==> src/rtl/elevator_scan_ctrl.sv <==
// elevator_scan_ctrl: SCAN-order elevator car controller for NUM_FLOORS floors.
// Optional emergency-stop input is enabled by defining ELEVATOR_ESTOP_EN.
module elevator_scan_ctrl #(
   parameter int NUM_FLOORS    = 8,
   parameter int FLOOR_W       = $clog2(NUM_FLOORS),
   parameter int TRAVEL_CYCLES = 4,
   parameter int DOOR_CYCLES   = 6
) (
   input  logic                  clk,
   input  logic                  rst,
   input  logic [NUM_FLOORS-1:0] call_req,
`ifdef ELEVATOR_ESTOP_EN
   input  logic                  estop,
`endif
   output logic [FLOOR_W-1:0]    current_floor,
   output logic [1:0]            direction,
   output logic                  door_open,
   output logic [NUM_FLOORS-1:0] pending,
   output logic                  busy
);

   localparam int TW = $clog2(TRAVEL_CYCLES + 1);
   localparam int DW = $clog2(DOOR_CYCLES + 1);

   typedef enum logic [1:0] {
      IDLE      = 2'd0,
      MOVE_UP   = 2'd1,
      MOVE_DOWN = 2'd2,
      DOOR_OPEN = 2'd3
   } state_t;

   state_t                state, state_n;
   logic [TW-1:0]         travel_cnt, travel_cnt_n;
   logic [DW-1:0]         door_cnt, door_cnt_n;
   logic                  dir_pref;
   logic                  stop;
   logic                  moving, arrive, hold;
   logic                  above, below, here;
   logic                  up_beyond, dn_beyond;
   logic [FLOOR_W-1:0]    next_floor, clr_floor;
   logic [NUM_FLOORS-1:0] req_all, clr, pending_n;

`ifdef ELEVATOR_ESTOP_EN
   assign stop = estop;
`else
   assign stop = 1'b0;
`endif

   assign moving     = (state == MOVE_UP) || (state == MOVE_DOWN);
   assign arrive     = moving && (travel_cnt == TW'(TRAVEL_CYCLES - 1));
   assign next_floor = (state == MOVE_UP) ? current_floor + FLOOR_W'(1)
                                          : current_floor - FLOOR_W'(1);
   assign req_all    = pending | call_req;
   assign here       = pending[current_floor];
   assign hold       = (state == DOOR_OPEN) && call_req[current_floor] && !stop;

   // Locate pending calls relative to the car and to the arriving floor
   always_comb begin
      above     = 1'b0;
      below     = 1'b0;
      up_beyond = 1'b0;
      dn_beyond = 1'b0;
      for (int i = 0; i < NUM_FLOORS; i++) begin
         if (pending[i] && (i > int'(current_floor))) above = 1'b1;
         if (pending[i] && (i < int'(current_floor))) below = 1'b1;
         if (req_all[i] && (i > int'(next_floor)))    up_beyond = 1'b1;
         if (req_all[i] && (i < int'(next_floor)))    dn_beyond = 1'b1;
      end
   end

   // Next-state selection in SCAN order
   always_comb begin
      state_n = state;
      unique case (state)
         IDLE: begin
            if (stop || here)                     state_n = DOOR_OPEN;
            else if (above && (dir_pref || !below)) state_n = MOVE_UP;
            else if (below)                       state_n = MOVE_DOWN;
         end
         MOVE_UP: begin
            if (arrive) begin
               if (stop || req_all[next_floor]) state_n = DOOR_OPEN;
               else if (up_beyond)              state_n = MOVE_UP;
               else                             state_n = IDLE;
            end
         end
         MOVE_DOWN: begin
            if (arrive) begin
               if (stop || req_all[next_floor]) state_n = DOOR_OPEN;
               else if (dn_beyond)              state_n = MOVE_DOWN;
               else                             state_n = IDLE;
            end
         end
         DOOR_OPEN: begin
            if (!stop && !hold && (door_cnt == DW'(DOOR_CYCLES - 1)))
               state_n = IDLE;
         end
      endcase
   end

   // Counters and request latch updates; the served floor is cleared on entry
   always_comb begin
      travel_cnt_n = '0;
      door_cnt_n   = '0;
      clr_floor    = arrive ? next_floor : current_floor;
      clr          = '0;
      if (moving && !arrive)
         travel_cnt_n = travel_cnt + TW'(1);
      if ((state == DOOR_OPEN) && (state_n == DOOR_OPEN) && !hold && !stop)
         door_cnt_n = door_cnt + DW'(1);
      if ((state == DOOR_OPEN) || (state_n == DOOR_OPEN))
         clr = NUM_FLOORS'(1) << clr_floor;
      pending_n = stop ? '0 : (req_all & ~clr);
   end

   // State and datapath registers
   always_ff @(posedge clk or posedge rst) begin
      if (rst) begin
         state         <= IDLE;
         current_floor <= '0;
         travel_cnt    <= '0;
         door_cnt      <= '0;
         dir_pref      <= 1'b1;
         pending       <= '0;
      end else begin
         state      <= state_n;
         travel_cnt <= travel_cnt_n;
         door_cnt   <= door_cnt_n;
         pending    <= pending_n;
         if (arrive) begin
            current_floor <= next_floor;
            dir_pref      <= (state == MOVE_UP);
         end
      end
   end

   // Moore output decode
   always_comb begin
      direction = 2'b00;
      unique case (state)
         MOVE_UP:   direction = 2'b01;
         MOVE_DOWN: direction = 2'b10;
         default:   direction = 2'b00;
      endcase
   end

   assign door_open = (state == DOOR_OPEN);
   assign busy      = (state != IDLE) || (|pending);

endmodule
==> config.mk <==
export PLATFORM = sky130hd
export DESIGN_NAME = elevator_scan_ctrl
export DESIGN_NICKNAME = d
export VERILOG_FILES = /design/src/rtl/elevator_scan_ctrl.sv
export SDC_FILE = /design/constraint.sdc
export NUM_CORES = 1
export LEC_CHECK = 0
export BUFFER_PORTS_ARGS = -buffer_cell sky130_fd_sc_hd__clkbuf_2
export CAP_MARGIN = 20
export CORE_UTILIZATION = 30
export CTS_BUF_LIST = sky130_fd_sc_hd__clkbuf_16
export DETAILED_ROUTE_END_ITERATION = 10
export GPL_TIMING_DRIVEN = 0
export PLACE_DENSITY_LB_ADDON = 0.3
export SLEW_MARGIN = 20
export SYNTH_ARGS = -nofsm -noshare
export SYNTH_HDL_FRONTEND = slang
export SYNTH_SLANG_ARGS = --single-unit
==> constraint.sdc <==
create_clock -name clk -period 4.2 [get_ports clk]
set_input_delay 0 -clock clk [delete_from_list [all_inputs] [get_ports clk]]
set_output_delay 0 -clock clk [all_outputs]
set_load 0.05 [all_outputs]
### Word level (Yosys, flattened, before mapping)

Index checks and enable logic that the tools add are counted.

* shift-type cells: 1
* muxes and demuxes: 51
* add/subtract/negate cells: 4
* magnitude comparators: 30
* eq/ne operators: 6
* reductions and logical operators: 45
* bitwise gates (word level): 3

Operators by type and width (count)
* $logic_and 1x1->1: 35
* $mux 1: 32
* $gt 3x3->1 const A: 8
* $lt 3x3->1 const A: 6
* $mux 2: 9
* $gt 2x3->1 const A: 4
* $lt 1x3->1 const A: 4
* $lt 2x3->1 const A: 4
* $mux 3: 4
* $add 3x1->3 const B: 3
* $bmux 1 s3: 3
* $and 8x8->8: 1
* $lt 3x4->1 const B: 2
* $mux 8: 1
* $not 8->8: 1
* $or 8x8->8: 1
* $pmux 2 s4: 1
* $reduce_or 8->1: 1
* $shl 1x3->8 const A: 1
* $eq 2x2->1 const B: 3
* $gt 1x3->1 const A: 2
* $logic_or 1x1->1: 4
* $pmux 2 s2: 1
* $eq 3x2->1 const B: 1
* other kinds (6): 8

* word-level logic and storage cells: 146
* output and inout port bits: 15
* flip-flop bits (word level): 20

### Logic depth before layout (Yosys ltp)

Gate-level depths: netlist of run 1.

* depth in word-level cells: 20
* mapped depth: 11
* mapped depth without buffers: 10

### Worst setup path before layout of run 1

OpenSTA, ideal clock, no wires.

* kind: reg-to-reg
* start: reg current_floor[1]
* end: reg pending[0]
* arrival: 3.328 ns
* buffers on the path: 1
* setup slack: 0.720 ns
* setup time: 0.153 ns
* data required time: 4.047 ns
* cell stages (with the launch flop): 11
* path through: dfrtp_1 clkbuf_8 inv_1 ha_1 xor2_2 mux4_2 a21oi_2 nor3b_4 o41ai_4 o31ai_4 a41oi_1

* word-level cells in the longest chain between the ends: 20

Ends and longest elaborated chain
* start, declared: RTL line 15 `output logic [FLOOR_W-1:0] current_floor,`
* start signal, assigned: RTL line 131 `current_floor <= next_floor;`
* $sub 3x1->3 (tied with other cells): RTL line 52 `: current_floor - FLOOR_W'(1);`
* $mux 3 / $logic_and 1x1->1 (equally long branches): RTL line 51, 65
* $gt 1x3->1 (tied with other cells): RTL line 66 `if (req_all[i] && (i > int'(next_floor))) up_beyond = 1'b1;`
* $logic_and 1x1->1 (tied with other cells): RTL line 66
* $mux 1 (on tied branches) (5 in series): RTL line 66, 65, 67
* $mux 1 (tied with other cells) (2 in series): RTL line 66
* $mux 1 (tied with other cells): RTL line 83 `else if (up_beyond) state_n = MOVE_UP;`
* $mux 2 (on tied branches): RTL line 82, 77, 89
* $mux 2 (on tied branches): RTL line 81, 76, 88
* $pmux 2 s4: RTL line 74 `unique case (state)`
* $eq 2x2->1: RTL line 111 `if ((state == DOOR_OPEN) || (state_n == DOOR_OPEN))`
* $logic_or 1x1->1: RTL line 111
* $mux 8 (*): RTL line 111
* $not 8->8 (*): RTL line 113 `pending_n = stop ? '0 : (req_all & ~clr);`
* $and 8x8->8 (*): RTL line 113
* net pending_n[0]: RTL line 41 `logic [NUM_FLOORS-1:0] req_all, clr, pending_n;`
* end signal, assigned: RTL line 129 `pending <= pending_n;`
* end, declared: RTL line 18 `output logic [NUM_FLOORS-1:0] pending,`

The timed path passes the listed nets; every way through them passes the cells marked *. The select of a mux whose other input is x is not followed.
A chain may end at the register's enable or synchronous reset.

### Worst setup path in the final report of run 1

Same ends and word-level chain as after synthesis.

==> out/results.ini, run 1 <==
[sta]
fin_crit_ns=3.56
slew_headroom_pct=49.7
tns_ns=0
fin_crit_sh_pct=84.8
rsz0062_at_grt=no
setup-violations-final=0
skew_ns=0.00223
fmax_mhz=281
hold_viol=0
maxSlewViolCount=0
tightestPinTransition_ns=0.754

[cts]
cts_buffers=3
clock_path_buffers=2
cts-root-buf=clkbuf_16
htreeDepth=1
cts_resized=0
cts_tree=built
clock_latency_ns=0.25
cts.sink_count=20
clk_pin_slew_worst_paths_ns=0.05

[route]
drtPass1Iterations=5
vias=1635
drt_wl_total_mm=4.80
drt.antenna.violating_nets=0
drtIter0Drc=110
avgViaCountPerCell=5.51
wire_per_inst_microns=16.2
drc=0

[yosys]
synth-seq-cells=20
synth.distinct_cells=57
ys_top_cells_by_count=28 x nor2_1, 19 x dfrtp_1, 16 x ha_1, 16 x inv_1, 13 x nand2_1
ys_seq_area_share_pct=27.7
ys.flop_type=dfrtp_1
syn_avg_cell_area_sq_um=9.25
synth_top_area_share_pct=26.2
async_reset_ff_share_pct=100
synth.most_common_cell=nor2_1
synth_area_leaders=dfrtp_1 26%, ha_1 11%, nor2_1 5.8%
yosys.area.top_type=dfrtp_1
syn_area_sq_um=1810
synth-edff-count=0
synth_nets=222
synth_cells=196
yosys_warnings=0

[grt]
overflow=0
grt_max_degree=21
track_usage_pct=15.9
grt_pass1_vias=1557
antenna_found_initial=0
grt_first_pass_wirelength_mm=7.78

[floorplan]
coreArea_sq_um=5680
dieArea_sq_um=6360
start_util_pct=31.9
die_w_microns=79.7
fp.dieH_microns=79.7
row_count=27
pin_count=25

[setup_path]
cp_top_family=compound AO/OA/AOI/OAI gates
cp_max_fo=10
crit_arrival_ns=3.66
crit_path_cell_trace=clkbuf_8, inv_1, ha_1, xor2_2, mux4_1, nor2b_4, nor3b_4, o41ai_4, o31ai_4, a41oi_1
critical_path_buf_inv_count=2
crit_type=flop to flop
start_kind=flop
required_ns=4.30
cp-end-kind=flop
max_stage_delay_ns=0.64
cp_slowest_cell=mux4_1

[flow_run]
maxCapViolCount=0

[pwr]
powerDensity_nw_per_um2=877
total_power_w=0.00185
leakage_nw=0.929
peakVddDrop_mv=0.388

[hold_path]
min_path_type=input pin to flop

[final_layout]
fin_nets=252
syn_to_final_growth_pct=16.5
antenna_cells=0
drive_gt1_share_pct=24.9
fillers=599

[outcome]
status=completed

[placement]
place_congestion=0.799
post-dp-hpwl_mm=3.68
port_buffers=24

==> repair_timing <==
item / in CTS / in global routing
endpoints found under the hold margin: 19 / 0
setup buffers: 0 / 0
hold buffers: 1 / 0
==> flip-flops by register name, summed over array words and instances (netlist names) <==
| register | cells |
|---|---|
| door_cnt | 3 |
| pending | 8 |
| state | 2 |
| travel_cnt | 3 |
| dir_pref | 1 |
| current_floor | 3 |
==> tightest hold or removal path, stage by stage <==
cell	delay [ns]
clkbuf_2	0.09
nor2_1	0.09
a31oi_1	0.14
==> path summary, 6_finish.rpt <==
| kind | cells after the start | end | slack [ns] | start |
|---|---|---|---|---|
| max | 10 | pending[0] | 0.64 | current_floor[1] |
| min | 3 | pending[2] | 0.11 | call_req[2] |
| max reg2reg | 10 | pending[0] | 0.64 | current_floor[1] |
| min reg2reg | 1 | travel_cnt[0] | 0.43 | travel_cnt[0] |
| max in group asynchronous | 3 | state[1] | 3.32 | rst |
| min in group asynchronous | 3 | current_floor[0] | 0.41 | rst |
==> report_power, final <==
group          leakage [nW]  switching (W)  internal, W
logic                 0.666       0.000824     0.000461
clock network        0.0385      0.0000688     0.000127
registers             0.224       0.000103     0.000268
==> per-stage QoR <==
step | hold WS, ns | cells | area [sq um] | setup slack, ns | util [%]
floorplan | -0.0369 | 196 | 1810 | 0.720 | -
global placement | 0.157 | 292 | 2020 | 0.639 | 35.6
CTS | 0.124 | 297 | 2110 | 0.647 | 37.2
global route | 0.149 | 297 | 2110 | 0.372 | 37.2
finish | 0.114 | 297 | 2110 | 0.636 | 37.2
detailed placement | 0.153 | 292 | 2020 | 0.667 | 35.6
==> cell usage in the layout, fill, tap and decap left out, types with 3 or more instances in the layout <==
cell	netlist	routed
nor2_1	28	28
nor2b_1	5	5
a31oi_1	7	7
o21ai_0	11	11
nand2_1	13	13
inv_1	16	16
clkbuf_16	0	3
nand3_1	3	3
a21oi_1	10	10
dfrtp_1	19	19
mux4_2	3	3
nand2b_1	4	4
clkbuf_2	0	24
ha_1	16	16
o31ai_1	3	3
nor3_1	5	5
==> cells by family after synthesis <==
logic type / synth area share (%)
AND/OR/NAND/NOR: 19.5
AO/OA/AOI/OAI: 25.6
buffers and inverters: 7.59
flip-flops: 27.7
adder cells (fa/ha/maj): 11.0
multiplexers: 6.28
XOR/XNOR: 2.28
==> routing by layer <==
layer	wire, microns	vias up	share of wire, %	global-route usage (%)
met3	163	8	3.4	1.14
met4	76	0	1.6	4.82
met2	2270	43	47	26.0
met1	2280	814	48	22.4
met5	0	-	0	0
li1	-	770	-	-
==> area by class of cell <==
class / count / area (sq um) / share of cell area, %
multi-input cells: 153 / 1170 / 55.6
flip-flops and latches: 20 / 502 / 23.8
repair buffers: 25 / 130 / 6.16
well taps: 72 / 90.1 / 4.27
inverters: 17 / 77.6 / 3.67
clock buffers: 3 / 75.1 / 3.55
plain buffers: 6 / 60.1 / 2.84
clock inverters: 1 / 3.75 / 0.178
No activity file was read; power rests on OpenSTA's default activity.
==> run 2: changes to the inputs <==
==> constraint.sdc (replaced) <==
create_clock -name clk -period 3.7 [get_ports clk]
set_input_delay 0 -clock clk [delete_from_list [all_inputs] [get_ports clk]]
set_output_delay 0 -clock clk [all_outputs]
set_load 0.05 [all_outputs]
==> run 2 against run 1 <==
  * Fmax grew 4.7%
  * Combinational power grew 16%
  * Sequential share of layout area shrank 0.15 points
  * Sequential power grew 14%
  * Non-clock buffer count is the same
  * Die area is the same
  * Final cell count is the same
  * Critical endpoint unchanged
  * Cell area grew 0.65%
  * Via count shrank 2.1%
  * Clock power grew 12%
==> out/results.ini, run 2 (synthesis gave the netlist of run 1 again) <==
[outcome]
status=completed  ; unchanged

[sta]
slew_headroom_pct=49.9  ; was 49.7%
fmax_mhz=294  ; was 281 MHz
skew_ns=0.00158  ; was 0.00223 ns
maxSlewViolCount=0  ; unchanged
hold_viol=0  ; unchanged
hold_ws_ns=0.123  ; was 0.114 ns
fin_crit_ns=3.40  ; was 3.56 ns
tns_ns=0  ; unchanged
rsz0062_at_grt=no  ; unchanged
fin_crit_sh_pct=92.0  ; was 84.8%
tightestPinTransition_ns=0.751  ; was 0.754 ns
setup-violations-final=0  ; unchanged

[grt]
overflow=0  ; unchanged
grt_max_degree=21  ; unchanged
antenna_found_initial=0  ; unchanged
grt_first_pass_wirelength_mm=7.78  ; unchanged
track_usage_pct=15.9  ; unchanged
grt_pass1_vias=1557  ; unchanged

[floorplan]
dieArea_sq_um=6360  ; unchanged
coreArea_sq_um=5680  ; unchanged
start_util_pct=31.9  ; unchanged
fp.dieH_microns=79.7  ; unchanged
row_count=27  ; unchanged
pin_count=25  ; unchanged
die_w_microns=79.7  ; unchanged

[route]
vias=1600  ; was 1635
met2_length_mm=2.29  ; was 2.27 mm
avgViaCountPerCell=5.39  ; was 5.51
drt_wl_total_mm=4.78  ; was 4.80 mm
drt.antenna.violating_nets=0  ; unchanged
drc=0  ; unchanged
drtPass1Iterations=4  ; was 5
wl_met3_microns=150  ; was 163 microns
wl_met1_mm=2.28  ; about the same
drtIter0Drc=87  ; was 110
wire_per_inst_microns=16.1  ; was 16.2 microns
topRoutingLayerUsed=met4  ; unchanged

[final_layout]
regMostFlops=pending  ; unchanged
final_common_cell=nor2_1  ; unchanged
layout.area.seq_sq_um=502  ; unchanged
final_cell_mix=28 x nor2_1, 24 x clkbuf_2, 19 x dfrtp_1, 16 x inv_1, 15 x ha_1  ; was 28 x nor2_1, 24 x clkbuf_2, 19 x dfrtp_1, 16 x inv_1, 16 x ha_1
largest_reg_flops=8  ; unchanged
antenna_cells=0  ; unchanged
drive_gt1_share_pct=25.3  ; was 24.9%
fillers=600  ; was 599
fin_nets=252  ; unchanged
multiInputGateArea_sq_um=1190  ; was 1170 sq um
syn_to_final_growth_pct=17.3  ; was 16.5%

[setup_path]
max_stage_delay_ns=0.62  ; was 0.64 ns
start_kind=flop  ; unchanged
critical_path_buf_inv_count=2  ; unchanged
crit_type=flop to flop  ; unchanged
cp_top_family=compound AO/OA/AOI/OAI gates  ; unchanged
r2r_cells=10  ; unchanged
cp_max_fo=10  ; unchanged
r2r_end=pending[0]  ; unchanged
cp-end-kind=flop  ; unchanged
cp_slowest_cell=mux4_1  ; unchanged
crit_path_cell_trace=clkbuf_8, inv_1, ha_2, xor2_4, mux4_1, nor2b_4, nor3b_4, o41ai_4, o31ai_4, a41oi_1  ; was clkbuf_8, inv_1, ha_1, xor2_2, mux4_1, nor2b_4, nor3b_4, o41ai_4, o31ai_4, a41oi_1
reg2reg_from=current_floor[1]  ; unchanged
r2r_slack_ns=0.30  ; was 0.64 ns
crit_arrival_ns=3.50  ; was 3.66 ns
required_ns=3.79  ; was 4.30 ns

[cts]
cts.sink_count=20  ; unchanged
htreeDepth=1  ; unchanged
post_cts_buffers=0  ; unchanged
cts_tree=built  ; unchanged
clock_latency_ns=0.25  ; about the same
cts_buffers=3  ; unchanged
clk_pin_slew_worst_paths_ns=0.05  ; about the same
cts-root-buf=clkbuf_16  ; unchanged
clock_path_buffers=2  ; unchanged

[flow_run]
maxCapViolCount=0  ; unchanged

[pwr]
sw_frac_of_total_pct=53.6  ; was 53.8%
power.internal_w=0.000989  ; was 0.000856 W
seq_power_share_pct=19.8  ; was 20.0%
p_clk_share_pct=10.3  ; was 10.6%
leakage_nw=0.929  ; about the same
switchingPower_w=0.00114  ; was 0.000996 W
combinationalPowerShare_pct=69.8  ; was 69.4%
powerDensity_nw_per_um2=1000  ; was 877 nW/um^2
peakVddDrop_mv=0.441  ; was 0.388 mV

[placement]
post-dp-hpwl_mm=3.68  ; unchanged
port_buffers=24  ; unchanged
place_congestion=0.799  ; unchanged

[hold_path]
min_path_type=input pin to flop  ; unchanged
hold_depth=3  ; unchanged
whs_endpoint=pending[2]  ; unchanged
hp-start=call_req[2]  ; unchanged

[run 2: changes by cell type in the layout (fill, tap and decap cells not counted)]
cell / before / now
ha_2: 0 / 1
ha_1: 16 / 15
xor2_2: 1 / 0
xor2_4: 0 / 1
[run 2: per-stage QoR]
| step | util [%] | std cells | cell area [sq um] | setup WS [ns] | total power (W) |
|---|---|---|---|---|---|
| 2_1_floorplan | - | 196 | 1810 | 0.220 | 0.00156 |
| 3_3_place_gp | 35.6 | 292 | 2020 | 0.139 | 0.00187 |
| 3_5_place_dp | 35.6 | 292 | 2020 | 0.167 | 0.00187 |
| 4_1_cts | 37.2 | 297 | 2110 | 0.147 | 0.00211 |
| 5_1_grt | 37.5 | 297 | 2130 | 0.0461 | 0.00229 |
| 6_report | 37.5 | 297 | 2130 | 0.297 | 0.00213 |
[run 2: worst max-delay path by stage]
stage | start | end | slack, ns | depth (start not counted)
after floorplan | current_floor[1] | pending[0] | 0.22 | 10
after detailed placement | current_floor[1] | pending[0] | 0.17 | 10
after global placement | current_floor[1] | pending[0] | 0.14 | 10
final | current_floor[1] | pending[0] | 0.30 | 10
after global routing | current_floor[0] | pending[1] | 0.05 | 10
after CTS | current_floor[1] | pending[0] | 0.15 | 10
[run 2: power by group through the flow]
| stage | clock network (W) | logic, W | registers [W] |
|---|---|---|---|
| 2_1_floorplan | 0 | 0.000996 | 0.000560 |
| 3_3_place_gp | 0 | 0.00145 | 0.000425 |
| 3_5_place_dp | 0 | 0.00145 | 0.000424 |
| 4_1_cts | 0.000228 | 0.00146 | 0.000420 |
| 5_1_grt | 0.000235 | 0.00162 | 0.000437 |
| 6_report | 0.000220 | 0.00149 | 0.000422 |
[run 2: routing by layer]
metal | track usage, % | vias up
li1 | - | 774
met1 | 22.4 | 789
met2 | 26.0 | 33
met3 | 1.14 | 4
met4 | 4.82 | 0
met5 | 0 | -
[run 2: worst reg2reg max path, stage by stage, from the launching register on]
cell	delay [ns]
dfrtp_1	0.54
clkbuf_8	0.25
inv_1	0.11
ha_2	0.45
xor2_4	0.26
mux4_1	0.62
nor2b_4	0.16
nor3b_4	0.21
o41ai_4	0.10
o31ai_4	0.39
a41oi_1	0.17
[run 2: cell type report]
| cell class | instances | share of cell area [%] |
|---|---|---|
| multi-input combinational | 153 | 55.9 |
| sequential | 20 | 23.6 |
| timing repair buffer | 25 | 6.12 |
| tap | 72 | 4.24 |
| inverter | 17 | 3.65 |
| clock buffer | 3 | 3.53 |
| buffer | 6 | 2.83 |
| clock inverter | 1 | 0.177 |
[run 2: repair_timing]
action / CTS / global route
hold endpoints to repair: 19 / 0
hold buffers: 1 / 0
endpoints found under the setup margin: 0 / 8
gates resized for setup: 0 / 2
==> run 3: changes to the inputs <==
--- a/config.mk
+++ b/config.mk
@@ -7,11 +7,13 @@
 export LEC_CHECK = 0
 export BUFFER_PORTS_ARGS = -buffer_cell sky130_fd_sc_hd__clkbuf_2
 export CAP_MARGIN = 20
+export CORE_ASPECT_RATIO = 0.5
 export CORE_UTILIZATION = 30
 export CTS_BUF_LIST = sky130_fd_sc_hd__clkbuf_16
 export DETAILED_ROUTE_END_ITERATION = 10
 export GPL_TIMING_DRIVEN = 0
 export PLACE_DENSITY_LB_ADDON = 0.3
+export SETUP_SLACK_MARGIN = 0.3
 export SLEW_MARGIN = 20
 export SYNTH_ARGS = -nofsm -noshare
 export SYNTH_HDL_FRONTEND = slang
==> run 3 against run 2 <==
  * The flow now finishes with violations (DRC)
  * Final cell count is 2.4% higher
  * Utilization is 1.7 points higher
  * Fmax is 6.3% higher
  * Setup slack better by 0.20 ns
  * Critical path depth is 1 higher
  * Combinational power is 7% higher
  * Flip-flop and latch count stayed put
  * Via count is 3.1% higher
  * Clock-buffer cell count stayed put
  * Routed wire length is 4.4% higher
  * Critical path type unchanged
  * Critical endpoint unchanged
  * Largest cell class unchanged
==> out/results.ini, run 3 (synthesis gave the netlist of run 1 again) <==
[outcome]
status=finished, violations left  ; was completed
violations=DRC

[cts]
cts.sink_count=20  ; unchanged
clock_latency_ns=0.26  ; was 0.25 ns
cts_tree=built  ; unchanged
htreeDepth=1  ; unchanged
clk_pin_slew_worst_paths_ns=0.07  ; was 0.05 ns
cts-root-buf=clkbuf_16  ; unchanged
cts_buffers=3  ; unchanged
clock_path_buffers=2  ; unchanged

[grt]
track_usage_pct=16.7  ; was 15.9%
overflow=0  ; unchanged
grt_pass1_vias=1542  ; was 1557
grt_max_degree=21  ; unchanged
antenna_found_initial=0  ; unchanged
grt_first_pass_wirelength_mm=8.16  ; was 7.78 mm

[route]
drtPass1Iterations=7  ; was 4
drt_wl_total_mm=4.99  ; was 4.78 mm
drt.antenna.violating_nets=0  ; unchanged
drtIter0Drc=97  ; was 87
avgViaCountPerCell=5.42  ; was 5.39
wire_per_inst_microns=16.4  ; was 16.1 microns
vias=1649  ; was 1600
drc=3  ; was 0

[setup_path]
cp_max_fo=10  ; unchanged
start_kind=flop  ; unchanged
crit_type=flop to flop  ; unchanged
cp_top_family=compound AO/OA/AOI/OAI gates  ; unchanged
critical_path_buf_inv_count=3  ; was 2
crit_path_cell_trace=clkbuf_8, inv_1, ha_4, xor2_4, mux4_2, a21oi_2, nor3b_4, o41ai_4, o31ai_4, buf_4, a41oi_1  ; was clkbuf_8, inv_1, ha_2, xor2_4, mux4_1, nor2b_4, nor3b_4, o41ai_4, o31ai_4, a41oi_1
required_ns=3.81  ; was 3.79 ns
max_stage_delay_ns=0.57  ; was 0.62 ns
cp-end-kind=flop  ; unchanged
cp_slowest_cell=mux4_2  ; was mux4_1
crit_arrival_ns=3.31  ; was 3.50 ns

[sta]
skew_ns=0.00788  ; was 0.00158 ns
rsz0062_at_grt=no  ; unchanged
maxSlewViolCount=0  ; unchanged
fin_crit_sh_pct=86.5  ; was 92.0%
tightestPinTransition_ns=0.795  ; was 0.751 ns
fmax_mhz=312  ; was 294 MHz
fin_crit_ns=3.20  ; was 3.40 ns
setup-violations-final=0  ; unchanged
tns_ns=0  ; unchanged
hold_viol=0  ; unchanged
slew_headroom_pct=47.0  ; was 49.9%

[placement]
post-dp-hpwl_mm=3.80  ; was 3.68 mm
port_buffers=24  ; unchanged
place_congestion=0.859  ; was 0.799
placed_cell_area_sq_um=2030  ; was 2020 sq um

[floorplan]
start_util_pct=32.0  ; was 31.9%
pin_count=25  ; unchanged
dieArea_sq_um=6380  ; was 6360 sq um
coreArea_sq_um=5660  ; was 5680 sq um
fp.dieH_microns=57.0  ; was 79.7 microns
row_count=19  ; was 27
die_w_microns=112  ; was 79.7 microns

[final_layout]
syn_to_final_growth_pct=22.3  ; was 17.3%
drive_gt1_share_pct=29.0  ; was 25.3%
regMostFlops=pending  ; unchanged
largest_reg_flops=8  ; unchanged
design_area_sq_um=2220  ; was 2130 sq um
antenna_cells=0  ; unchanged
final_common_cell=nor2_1  ; unchanged
fin_nets=258  ; was 252
final_cell_mix=28 x nor2_1, 24 x clkbuf_2, 17 x dfrtp_1, 15 x inv_1, 15 x ha_1  ; was 28 x nor2_1, 24 x clkbuf_2, 19 x dfrtp_1, 16 x inv_1, 15 x ha_1

[hold_path]
min_path_type=input pin to flop  ; unchanged

[pwr]
peakVddDrop_mv=0.266  ; was 0.441 mV
leakage_nw=0.967  ; was 0.929 nW
powerDensity_nw_per_um2=1040  ; was 1000 nW/um^2

[flow_run]
maxCapViolCount=0  ; unchanged

## run 3: area by class of cell
type / instances / area [sq um]
flip-flops and latches: 20 / 504
clock inverters: 1 / 30.0
fillers: 567 / 3440
clock buffers: 3 / 75.1
inverters: 17 / 81.3
plain buffers: 6 / 62.6
repair buffers: 31 / 175
well taps: 73 / 91.3
multi-input cells: 153 / 1200
## run 3: where the power goes
group,internal (W),total (W),switching [W]
combinational,0.000610,0.00159,0.000980
sequential,0.000307,0.000418,0.000112
clock,0.000215,0.000307,0.0000918
total,0.00113,0.00231,0.00118
## run 3: worst reg2reg max path: stages, from the launching register on
cell and delay (ns):
dfrtp_2 0.45, clkbuf_8 0.20, inv_1 0.13, ha_4 0.35
xor2_4 0.22, mux4_2 0.57, a21oi_2 0.20, nor3b_4 0.26
o41ai_4 0.11, o31ai_4 0.24, buf_4 0.19, a41oi_1 0.13
## run 3: worst paths after layout
path	startpoint	slack (ns)	depth (start not counted)	end
max reg2reg	current_floor[1]	0.50	11	pending[0]
max in group asynchronous	rst	2.74	3	current_floor[1]
min in group asynchronous	rst	0.42	3	pending[0]
min reg2reg	travel_cnt[0]	0.44	1	travel_cnt[0]
max	current_floor[1]	0.50	11	pending[0]
min	call_req[3]	0.12	3	pending[3]
## run 3: routing by layer
metal	global-route usage [%]	share of wire, %	up-vias
li1	-	-	786
met4	4.38	0.98	0
met2	27.1	46	52
met1	22.6	46	807
met3	4.14	6.4	4
met5	0	0	-
## run 3: what timing repair did
action,4_1_cts,5_1_grt
buffers inserted,0,6
endpoints found under the setup margin,8,8
gates resized for setup,2,4
pin swaps,1,2
hold endpoints to repair,19,0
hold buffers,1,0
## run 3: per-stage QoR
| step | util [%] | instances | total power, W | hold WS, ns | worst slack, ns |
|---|---|---|---|---|---|
| after global placement | 35.8 | 293 | 0.00186 | 0.168 | 0.207 |
| after floorplan | - | 196 | 0.00156 | -0.0371 | 0.400 |
| final | 39.2 | 304 | 0.00231 | 0.125 | 0.499 |
| after CTS | 38.1 | 298 | 0.00222 | 0.117 | 0.320 |
| after detailed placement | 35.8 | 293 | 0.00188 | 0.173 | 0.171 |
| after global routing | 39.2 | 304 | 0.00247 | 0.153 | 0.334 |
